## config.mk

```make
export PLATFORM = sky130hd
export DESIGN_NAME = imm_encoder
export DESIGN_NICKNAME = d
export VERILOG_FILES = /design/src/rtl/imm_encoder.sv
export SDC_FILE = /design/constraint.sdc
export NUM_CORES = 1
export LEC_CHECK = 0
export ABC_AREA = 1
export BUFFER_PORTS_ARGS = -buffer_cell sky130_fd_sc_hd__buf_4
export CORE_ASPECT_RATIO = 1.5
export CORE_MARGIN = 4
export CORE_UTILIZATION = 47
export DETAILED_ROUTE_END_ITERATION = 6
export PLACE_DENSITY = 0.72
export SYNTH_ARGS = -nofsm -noshare
export SYNTH_HDL_FRONTEND = slang
export SYNTH_SLANG_ARGS = --single-unit
```

## constraint.sdc

```tcl
create_clock -name clk -period 1.9 [get_ports clk]
set_clock_uncertainty 0.15 [all_clocks]
set_input_delay 0.38 -clock clk [delete_from_list [all_inputs] [get_ports clk]]
set_output_delay 0.38 -clock clk [all_outputs]
set_load 0.005 [all_outputs]
```

## src/rtl/imm_encoder.sv

```systemverilog
// rtl/imm_encoder.sv - two-stage immediate-to-instruction-field encoder; IMM_CHECK_EN adds range checks and error counter
module imm_encoder #(
  parameter int CNT_W = 8
) (
  input  logic             clk,
  input  logic             rst,
  input  logic             in_valid,
  output logic             in_ready,
  input  logic [2:0]       imm_src,
  input  logic [31:0]      imm,
  output logic             out_valid,
  input  logic             out_ready,
  output logic [24:0]      field,
  output logic             err,
  output logic [CNT_W-1:0] err_count
);

  localparam logic [2:0] SRC_I = 3'b000;
  localparam logic [2:0] SRC_S = 3'b001;
  localparam logic [2:0] SRC_B = 3'b010;
  localparam logic [2:0] SRC_J = 3'b011;
  localparam logic [2:0] SRC_U = 3'b100;

  logic        s1_valid;
  logic [2:0]  s1_src;
  logic [31:0] s1_imm;
  logic [24:0] s1_field;
  logic        s2_valid;
  logic [24:0] s2_field;
  logic        s1_load;
  logic        s2_load;

  // S2 frees up when empty or drained; S1 can refill whenever S2 takes its entry
  assign s2_load   = !s2_valid || out_ready;
  assign s1_load   = !s1_valid || s2_load;
  assign in_ready  = s1_load;
  assign out_valid = s2_valid;
  assign field     = s2_field;

  // S1: capture the raw request on accept
  always_ff @(posedge clk or posedge rst) begin
    if (rst) begin
      s1_valid <= 1'b0;
      s1_src   <= 3'b000;
      s1_imm   <= 32'h0;
    end else if (s1_load) begin
      s1_valid <= in_valid;
      if (in_valid) begin
        s1_src <= imm_src;
        s1_imm <= imm;
      end
    end
  end

  // Scatter immediate bits into instruction bits [31:7]; field index = instr bit - 7
  always_comb begin
    s1_field = 25'h0;
    case (s1_src)
      SRC_I: s1_field[24:13] = s1_imm[11:0];
      SRC_S: begin
        s1_field[24:18] = s1_imm[11:5];
        s1_field[4:0]   = s1_imm[4:0];
      end
      SRC_B: begin
        s1_field[24]    = s1_imm[12];
        s1_field[23:18] = s1_imm[10:5];
        s1_field[4:1]   = s1_imm[4:1];
        s1_field[0]     = s1_imm[11];
      end
      SRC_J: begin
        s1_field[24]    = s1_imm[20];
        s1_field[23:14] = s1_imm[10:1];
        s1_field[13]    = s1_imm[11];
        s1_field[12:5]  = s1_imm[19:12];
      end
      SRC_U: s1_field[24:5] = s1_imm[31:12];
      default: s1_field = 25'h0;
    endcase
  end

  // S2: hold the encoded field until the consumer takes it
  always_ff @(posedge clk or posedge rst) begin
    if (rst) begin
      s2_valid <= 1'b0;
      s2_field <= 25'h0;
    end else if (s2_load) begin
      s2_valid <= s1_valid;
      if (s1_valid) s2_field <= s1_field;
    end
  end

`ifdef IMM_CHECK_EN
  logic             s1_err;
  logic             s2_err;
  logic [CNT_W-1:0] cnt_q;

  // A value is representable when all bits above the format's sign bit copy it
  always_comb begin
    s1_err = 1'b0;
    case (s1_src)
      SRC_I, SRC_S: s1_err = (s1_imm[31:11] != {21{s1_imm[31]}});
      SRC_B:        s1_err = (s1_imm[31:12] != {20{s1_imm[31]}}) || s1_imm[0];
      SRC_J:        s1_err = (s1_imm[31:20] != {12{s1_imm[31]}}) || s1_imm[0];
      SRC_U:        s1_err = |s1_imm[11:0];
      default:      s1_err = 1'b1;
    endcase
  end

  // Error flag travels with its field through S2
  always_ff @(posedge clk or posedge rst) begin
    if (rst) begin
      s2_err <= 1'b0;
    end else if (s2_load && s1_valid) begin
      s2_err <= s1_err;
    end
  end

  // Count errored results as they are delivered, sticking at full scale
  always_ff @(posedge clk or posedge rst) begin
    if (rst) begin
      cnt_q <= '0;
    end else if (s2_valid && out_ready && s2_err && (cnt_q != {CNT_W{1'b1}})) begin
      cnt_q <= cnt_q + {{(CNT_W-1){1'b0}}, 1'b1};
    end
  end

  assign err       = s2_err;
  assign err_count = cnt_q;
`else
  assign err       = 1'b0;
  assign err_count = '0;
`endif

endmodule

```

Yosys cells after proc, flatten, opt, wreduce, memory -nomap -nowiden
Index checks and enable logic that the tools add are counted.

operators by class
  shifts and indexed selects = 0
  mux-type cells = 4
  eq/ne operators = 4
  multipliers = 0
  $lt $le $gt $ge = 0
  div/mod/pow operators = 0
  bitwise operators = 0
  $add $sub $neg = 0
  reduce and logical (&&, ||, !) cells = 9

operator list
  operator              number
  $pmux W7 S4           1
  $pmux W5 S3           1
  $pmux W5 S2           1
  $mux W8               1
  $eq A3 B2 Y1 const B  2
  $reduce_and A2 Y1     2
  $reduce_or A2 Y1      2
  $eq A3 B1 Y1 const B  1
  $eq A3 B3 Y1 const B  1
  $logic_not A3 Y1      1
  $logic_not A1 Y1      2
  $logic_or A1 B1 Y1    2

word-level totals
  bits in registers = 62
  word-level logic and storage cells = 22
  memory bits (writable) = 0
  output and inout bits = 36
  bits of input ports = 39
  ROM bits = 0
  memories kept = 0
  bits in latches = 0

Logic depth before layout (Yosys ltp)
Gate-level depths: netlist of the first run.

  depth in word-level cells = 4
  mapped depth = 9

Worst setup path after synthesis of the first run
No wires, ideal clock.

  path kind = register to output
  from = reg s2_valid, in the netlist out_valid
  to = out in_ready
  buffers on the path = 1
  slack = 0.516 ns
  arrival = 0.854 ns
  stages on the path, launching flop included = 3
  path through = dfrtp_1 -> nand3_4 -> clkbuf_1

on the way
  cells in the longest elaborated chain, start to end = 3

RTL lines
  item                    RTL line  source
  start, declared         28        logic s2_valid;
  start signal, assigned  87        s2_valid <= s1_valid;
  $logic_not A1 Y1        34        assign s2_load = !s2_valid || out_ready;
  $logic_or A1 B1 Y1      34
  $logic_or A1 B1 Y1      35        assign s1_load = !s1_valid || s2_load;
  end, declared           8         output logic in_ready,

No other way between the ends.

Worst setup path after layout of the first run
Same ends and word-level chain as after synthesis.

==> results of run 1 <==
==> sequential cells by signal (all words and copies together) (netlist names) <==
name       cells
s1_imm        32
field         25
s1_src         3
out_valid      1
s1_valid       1
==> cell usage after synthesis (2+ instances only) <==
cell	count	area, um^2
nand2_1	142	533
dfrtp_1	62	1550
nand3_1	51	255
nor2_1	13	48.8
buf_2	10	50.1
buf_4	10	75.1
a31oi_1	7	43.8
inv_1	6	22.5
clkbuf_1	4	15.0
a21oi_1	3	15.0
nand4_1	3	18.8
buf_1	2	7.51
buf_6	2	22.5
inv_2	2	7.51
==> per-stage QoR <==
step / hold WS [ns] / total power, uW / utilization, % / instances
2_1_floorplan: 0.292 / 2090 / - / 330
3_3_place_gp: 0.303 / 2430 / 58.7 / 446
3_5_place_dp: 0.308 / 2450 / 58.7 / 446
4_1_cts: 0.110 / 3540 / 62.2 / 462
5_1_grt: 0.116 / 3700 / 62.2 / 462
6_report: 0.118 / 3500 / 62.2 / 462
==> area by class of cell <==
type	instances	area [um^2]	share of cell area (%)
Timing Repair Buffer	75	591	17.2
Inverter	8	33.8	0.981
Clock buffer	15	186	5.41
Multi-Input combinational cell	232	993	28.9
Tap cell	70	87.6	2.54
Sequential cell	62	1550	45.1
==> cells by family after synthesis <==
kind of cell           share of synthesized area [%]
AO/OA/AOI/OAI                                   2.95
buffers and inverters                           7.37
flip-flops                                      57.1
other                                          0.138
AND/OR/NAND/NOR                                 32.4
==> what timing repair did <==
| action | CTS | global route |
|---|---|---|
| endpoints found under the hold margin | 62 | 0 |
| setup endpoints to repair | 0 | 0 |
| hold buffers | 1 | 0 |
==> power breakdown <==
part / total [uW] / switching (uW) / internal [uW] / leakage (uW)
Combinational: 725 / 378 / 347 / 0.00102
Clock: 1070 / 464 / 610 / 0.0000958
Sequential: 1700 / 158 / 1540 / 0.000775
==> metal layers <==
| layer | part of all wire, % | global-route usage, % |
|---|---|---|
| met1 | 41 | 23.6 |
| met2 | 52 | 33.7 |
| met3 | 5.1 | 4.89 |
| met4 | 1.4 | 7.67 |
| met5 | 0 | 0 |
==> worst min path at each step <==
stage | endpoint | depth (start not counted) | startpoint | slack (ns)
2_1_floorplan | s1_imm[10] | 2 | s1_imm[10] | 0.29
3_3_place_gp | s1_imm[5] | 2 | s1_imm[5] | 0.30
3_5_place_dp | s1_imm[8] | 2 | s1_imm[8] | 0.31
4_1_cts | s1_imm[6] | 3 | imm[6] | 0.11
5_1_grt | s1_imm[9] | 3 | imm[9] | 0.12
6_report | s1_imm[6] | 3 | imm[6] | 0.12
==> worst register-to-register path: stages, from the launching register on <==
cell and delay [ns]:
dfrtp_1 0.47, nor2_1 0.17, nand2_1 0.08, inv_1 0.31, nand2_1 0.11, nand2_1 0.09
nand2_1 0.05, nand2_1 0.06
==> flow_summary.toml, run 1 <==
[synth]
ys.flop_type = "dfrtp_1"
netlist_area_um2 = 2720
synth_area_per_cell_um2 = 8.43
ys_ff_latch = 62
postSynthCellCount = 322
yosysSeqAreaShare_pct = 57.1
synth_warnings = 0
synth_cell_types = 19
synth_edf_count = 0
synth-async-reset-ratio_pct = 100

[setup_path]
worstSetupPathType = "register to output pin"
startpoint = "out_valid"
r2r_cells = 7
critPathMaxFanout = 4
cpPeakStageDelay_ns = 0.48
critPathSlowestCell = "dfrtp_1"
timing.rr.end = "field[15]"
path_delay_family = "flip-flops"
reg2reg_slack_ns = 0.35
crit_arrival_ns = 1.10
crit_path_end = "in_ready"
startpoint_type = "register"
endpoint_kind = "output pin"
cp.required_ns = 1.37
crit_buf_inv = 1
r2r_start = "s1_src[1]"
path_depth = 2
path_cells = "nand3_4 -> buf_4"

[cts]
clk_pin_slew_ns = 0.06
cts_buffers = 9
htreeDepth = 3
clk_path_buf_depth = 2
clock_latency_ns = 0.34
clock-sinks = 62
cts_tree = "built"
postCtsSetupRepairBufs = 0
cts_resized = 0
cts_root_buf = "clkbuf_8"

[placement]
portBuffers = 65
place_area_um2 = 3250
preCtsSetupSlack_ns = 0.324
gp_congestion = 0.856
post-dp-hpwl_mm = 4.53

[routing]
avgViaCountPerCell = 5.01
initialDrtViolationCount = 104
firstDrtPassIters = 5
vias = 2313
drt.antenna.violating_nets = 0
routedWlPerCell_um = 13.7
drc_errors = 0
wl_mm = 6.35

[grt]
antenna_found_initial = 0
grt_pass1_wl_mm = 10.8
grtUsageTotal_pct = 19.6
grt_pass1_vias = 2286
overflow = 0
grt_max_degree = 63

[final_layout]
nets = 427
drive_gt1_share_pct = 23.7
syn2layout_area_growth_pct = 26.8
final_cell_mix = "142 x nand2_1, 72 x buf_4, 62 x dfrtp_1"
num_antenna_cells = 0
layout.cells.most_common = "nand2_1"
fillCellCount = 522
final_area_um2 = 3440

[sta]
clock.fmax_mhz = 614
fin_tns_setup_ns = 0
finalCritPeriodShare_pct = 85.8
hold_violations = 0
slew_violations = 0
post-route-min-period_ns = 1.63
rsz0062_at_grt = "no"
final-setup-viol-count = 0
fin_ws_ns = 0.270

[pwr]
vdd_drop_max_mv = 0.744
p_per_area_nw_per_um2 = 1020
p_leak_uw = 0.00189

[flow_run]
drv_cap = 0

[status]
status = "finished clean"

[min_path]
hp-class = "primary input to register"

[die]
die-width_um = 70.1
core_um2 = 5530
dieArea_um2 = 7080
ios = 75
die_y_um = 101
start_util_pct = 49.1
core.rowCount = 33
No activity file was read; power rests on OpenSTA's default activity.
==> run 2: changes to the inputs <==
ABC_AREA = unset   (was 1)
CORE_UTILIZATION = 46   (was 47)
GPL_TIMING_DRIVEN = 0   (was unset)
PLACE_DENSITY = 0.71   (was 0.72)
==> run 2 against run 1 <==
The flow now finishes with violations (negative hold slack). Flip-flop and latch count stayed put. Global-route usage is 2.1 points lower. Highest routed layer unchanged. Sequential power hardly changed. Critical path type is now register to register. Core utilization is 0.65 points higher. Combinational power is 6.5% higher. Non-clock buffer count is 11 higher.
==> flow_summary.toml, run 2 <==
[final_layout]
largest_reg_flops = 32
fillCellCount = 473
layout.cells.most_common = "buf_4"
final_util_pct = 62.9
regMostFlops = "s1_imm"
nets = 315
final_cell_mix = "79 x buf_4, 62 x dfrtp_1, 41 x mux2_2"
syn2layout_area_growth_pct = 31.7
drive_gt1_share_pct = 52.5
num_antenna_cells = 0

[min_path]
hp-class = "primary input to async pin"

[cts]
cts_root_buf = "clkbuf_8"
clk_path_buf_depth = 2
clock-sinks = 62
postCtsSetupRepairBufs = 0
cts_buffers = 9
clock_latency_ns = 0.33
htreeDepth = 3
holdBufCountCts = 0
cts_tree = "built"
clk_pin_slew_ns = 0.06

[pwr]
p_per_area_nw_per_um2 = 1030
power_uw = 3560
p_leak_uw = 0.00162
vdd_drop_max_mv = 0.878

[routing]
routedWlPerCell_um = 16.0
avgViaCountPerCell = 5.07
drt.antenna.violating_nets = 0
wl_mm = 5.59
initialDrtViolationCount = 56
firstDrtPassIters = 4
vias = 1775
drc_errors = 0

[synth]
ys.flop_type = "dfrtp_1"
postSynthCellCount = 191
synth_top_area_share_pct = 59.2
ys_ff_latch = 62
synth_area_per_cell_um2 = 13.7
netlist_area_um2 = 2620
synth_cell_types = 31
synth_edf_count = 0
synth_warnings = 0
ys_top_cells_by_count = "62 x dfrtp_1, 41 x mux2_2, 14 x buf_4, 12 x o21ai_0, 8 x a22o_1"
yosysSeqAreaShare_pct = 59.2
yosys-top-cells-area = "dfrtp_1 59%, mux2_2 18%, buf_4 4.0%, a22o_1 2.7%, o21ai_0 2.3%"
synth_most_common_cell = "dfrtp_1"
yosysTopAreaCell = "dfrtp_1"
synth-async-reset-ratio_pct = 100

[flow_run]
drv_cap = 0

[grt]
overflow = 0
grt_pass1_vias = 1852
grtUsageTotal_pct = 17.5
grt_pass1_wl_mm = 9.27
antenna_found_initial = 0
grt_max_degree = 63

[sta]
rsz0062_at_grt = "no"
clock.fmax_mhz = 566
post-route-min-period_ns = 1.77
final-setup-viol-count = 0
finalCritPeriodShare_pct = 93.1
worst_pin_slew_ns = 0.658
slew_violations = 0
maxSlewHeadroom_pct = 56.1
hold_violations = 29
whs_ns = -0.0122

[setup_path]
startpoint_type = "register"
cp.required_ns = 1.97
cpPeakStageDelay_ns = 0.35
critPathMaxFanout = 10
path_delay_family = "buffers and inverters"
critPathSlowestCell = "mux2_2"
crit_arrival_ns = 1.83
crit_buf_inv = 2
endpoint_kind = "register"
path_cells = "buf_2 -> nand3b_1 -> nand2_2 -> buf_4 -> mux2_2"
worstSetupPathType = "register to register"

[placement]
gp_congestion = 0.698
portBuffers = 65
post-dp-hpwl_mm = 3.93

[die]
core_um2 = 5490
die_y_um = 100
start_util_pct = 47.7
dieArea_um2 = 7000
die-width_um = 69.6
ios = 75
core.rowCount = 33

[status]
status = "finished, violations left"
failed_checks = "negative hold slack"
## run 2: through the flow
step           setup WS (ns)  TNS, ns  instances  area [um^2]
2_1_floorplan          0.281        0        199         2660
3_3_place_gp         0.00286        0        334         3230
3_5_place_dp         -0.0527   -0.268        334         3230
4_1_cts             0.000854        0        349         3420
5_1_grt              0.00918        0        350         3450
6_report               0.132        0        350         3450
## run 2: layout make-up
| cell class | count | area, um^2 | share of cell area (%) |
|---|---|---|---|
| repair buffers | 66 | 508 | 14.7 |
| plain buffers | 20 | 140 | 4.06 |
| inverters | 4 | 22.5 | 0.652 |
| multi-input cells | 113 | 955 | 27.6 |
| clock buffers | 11 | 141 | 4.09 |
| flip-flops and latches | 62 | 1550 | 44.9 |
| clock inverters | 4 | 47.5 | 1.38 |
| well taps | 70 | 87.6 | 2.54 |
## run 2: worst reg2reg max path, stage by stage, from the launching register on
cell,delay (ns)
dfrtp_1,0.32
buf_2,0.21
nand3b_1,0.16
nand2_2,0.22
buf_4,0.25
mux2_2,0.35
## run 2: metal layers
metal | routed length (um) | GRT usage [%]
met2 | 2980 | 28.9
met1 | 2170 | 21.3
met4 | 88 | 7.08
met5 | 0 | 0
met3 | 357 | 5.69
## run 2: repair_timing
item                                   in CTS  in global routing
resized for setup                           0                  7
endpoints found under the hold margin       0                  0
setup endpoints to repair                   0                 43
## run 2: worst paths after layout
path                       cells after the start  slack [ns]    endpoint        from
setup / recovery                               5        0.13  s1_imm[25]    s1_valid
hold / removal                                 2       -0.01   field[20]         rst
setup reg to reg                               5        0.13  s1_imm[25]    s1_valid
hold reg to reg                                1        0.34   field[12]  s1_imm[19]
max in group asynchronous                      3        1.04   s1_imm[0]         rst
min in group clk                               2        0.11    s1_valid    in_valid
## run 2: kinds of logic after synthesis
logic type	after synthesis	synth area share, %
XOR/XNOR	1	0.334
multiplexers	43	18.4
other	1	0.143
AO/OA/AOI/OAI	40	11.6
buffers and inverters	24	5.82
AND/OR/NAND/NOR	20	4.53
flip-flops	62	59.2
## run 2: report_power, final
part / total, uW / internal, uW / switching, uW
combinational: 772 / 456 / 316
clock: 1120 / 630 / 487
sequential: 1670 / 1550 / 127
==> run 3: changes to the inputs <==
CORE_MARGIN = 2   (was 4)
MAX_ROUTING_LAYER = met4   (was unset)
==> run 3 against run 2 <==
The run now ends clean. Wire length down 1.1%. Non-clock buffer count is 1 higher. Worst hold slack improved by 0.12 ns.
==> flow_summary.toml, run 3 (same netlist as run 2, synthesis figures left out) <==
[final_layout]
final_cell_mix = "79 x buf_4, 62 x dfrtp_1, 41 x mux2_2"
layout.cells.most_common = "buf_4"
nets = 316
drive_gt1_share_pct = 52.1
final_util_pct = 64.0
syn2layout_area_growth_pct = 34.1
largest_reg_flops = 32
regMostFlops = "s1_imm"
fillCellCount = 472
fin_cells = 352
final_area_um2 = 3520
num_antenna_cells = 0

[status]
status = "finished clean"

[sta]
slew_violations = 0
finalCritPeriodShare_pct = 95.0
clock.fmax_mhz = 554
whs_ns = 0.111
fin_ws_ns = 0.0946
post-route-min-period_ns = 1.81
maxSlewHeadroom_pct = 66.2
hold_violations = 0
final-setup-viol-count = 0
rsz0062_at_grt = "no"
worst_pin_slew_ns = 0.507

[die]
die_y_um = 96.5
start_util_pct = 47.7
core.rowCount = 33
dieArea_um2 = 6330
core_um2 = 5490
ios = 75
die-width_um = 65.6

[cts]
clk_pin_slew_ns = 0.07
cts_tree = "built"
clock-sinks = 62
postCtsSetupRepairBufs = 0
cts_buffers = 9
clock_latency_ns = 0.34
cts_root_buf = "clkbuf_8"
clk_path_buf_depth = 2
htreeDepth = 3

[setup_path]
worstSetupPathType = "register to output pin"
cpPeakStageDelay_ns = 0.33
crit_arrival_ns = 1.28
startpoint_type = "register"
path_cells = "buf_2 -> nand3b_1 -> buf_4"
endpoint_kind = "output pin"
critPathSlowestCell = "dfrtp_1"
path_delay_family = "buffers and inverters"
cp.required_ns = 1.37
startpoint = "s1_valid"
r2r_start = "s1_valid"
crit_buf_inv = 2
critPathMaxFanout = 8

[placement]
gp_congestion = 0.723
preCtsSetupSlack_ns = -0.0433
dp.cells = 334
post-dp-hpwl_mm = 3.80
portBuffers = 65
place_area_um2 = 3230

[min_path]
hp-class = "primary input to register"
min-delay-start = "imm[25]"

[routing]
drt.antenna.violating_nets = 0
avgViaCountPerCell = 5.09
vias = 1792
wl_mm = 5.53
routedWlPerCell_um = 15.7
firstDrtPassIters = 4
initialDrtViolationCount = 44
drc_errors = 0

[grt]
grtUsageTotal_pct = 19.8
grt_pass1_vias = 1860
overflow = 0
grt_pass1_wl_mm = 8.83
antenna_found_initial = 0
grt_max_degree = 63

[pwr]
p_per_area_nw_per_um2 = 1090
vdd_drop_max_mv = 0.960
p_leak_uw = 0.00164

[flow_run]
drv_cap = 0
run 3: power breakdown:
part	switching [uW]	internal (uW)	total (uW)
sequential	127	1540	1670
combinational	317	458	775
clock	514	869	1380
total	958	2870	3830
run 3: per-layer routing:
metal | track usage (%) | vias up | part of all wire, %
li1 | - | 849 | -
met1 | 21.7 | 879 | 38
met4 | 10.4 | 0 | 2.1
met5 | - | - | 0
met2 | 33.1 | 53 | 54
met3 | 4.87 | 11 | 5.0
run 3: metrics by stage:
stage | setup TNS (ns) | power, uW
6_report | 0 | 3830
5_1_grt | 0 | 4020
4_1_cts | 0 | 3860
3_5_place_dp | -0.724 | 2470
3_3_place_gp | -0.244 | 2440
2_1_floorplan | 0 | 2110
run 3: worst register-to-register path: cells and delay by family, from the launching register on:
kind	cells	cell delay (ns)
DFF	1	0.33
muxes	1	0.35
and+or+nand+nor	2	0.39
buffers and inverters	2	0.45
run 3: layout make-up:
type                            count  area [um^2]  share of cell area [%]
Tap cell                           70         87.6                    2.49
Inverter                            4         22.5                   0.641
Clock buffer                       10          128                    3.63
Sequential cell                    62         1550                    44.1
Timing Repair Buffer               67          518                    14.7
Clock inverter                      6          110                    3.13
Multi-Input combinational cell    113          960                    27.3
Buffer                             20          139                    3.95
run 3: final timing paths:
| check | to | slack, ns | cells past startpoint |
|---|---|---|---|
| setup / recovery | in_ready | 0.09 | 3 |
| hold / removal | s1_imm[25] | 0.11 | 2 |
| setup reg to reg | s1_imm[20] | 0.11 | 5 |
| hold reg to reg | field[9] | 0.33 | 1 |
| max in group asynchronous | s1_imm[1] | 0.61 | 4 |
| min in group asynchronous | s1_imm[6] | 0.44 | 3 |
run 3: repair_timing:
item	4_1_cts	5_1_grt
resized for setup	2	4
hold endpoints to repair	0	18
endpoints found under the setup margin	25	17
pin swaps	0	0
hold buffers	0	1
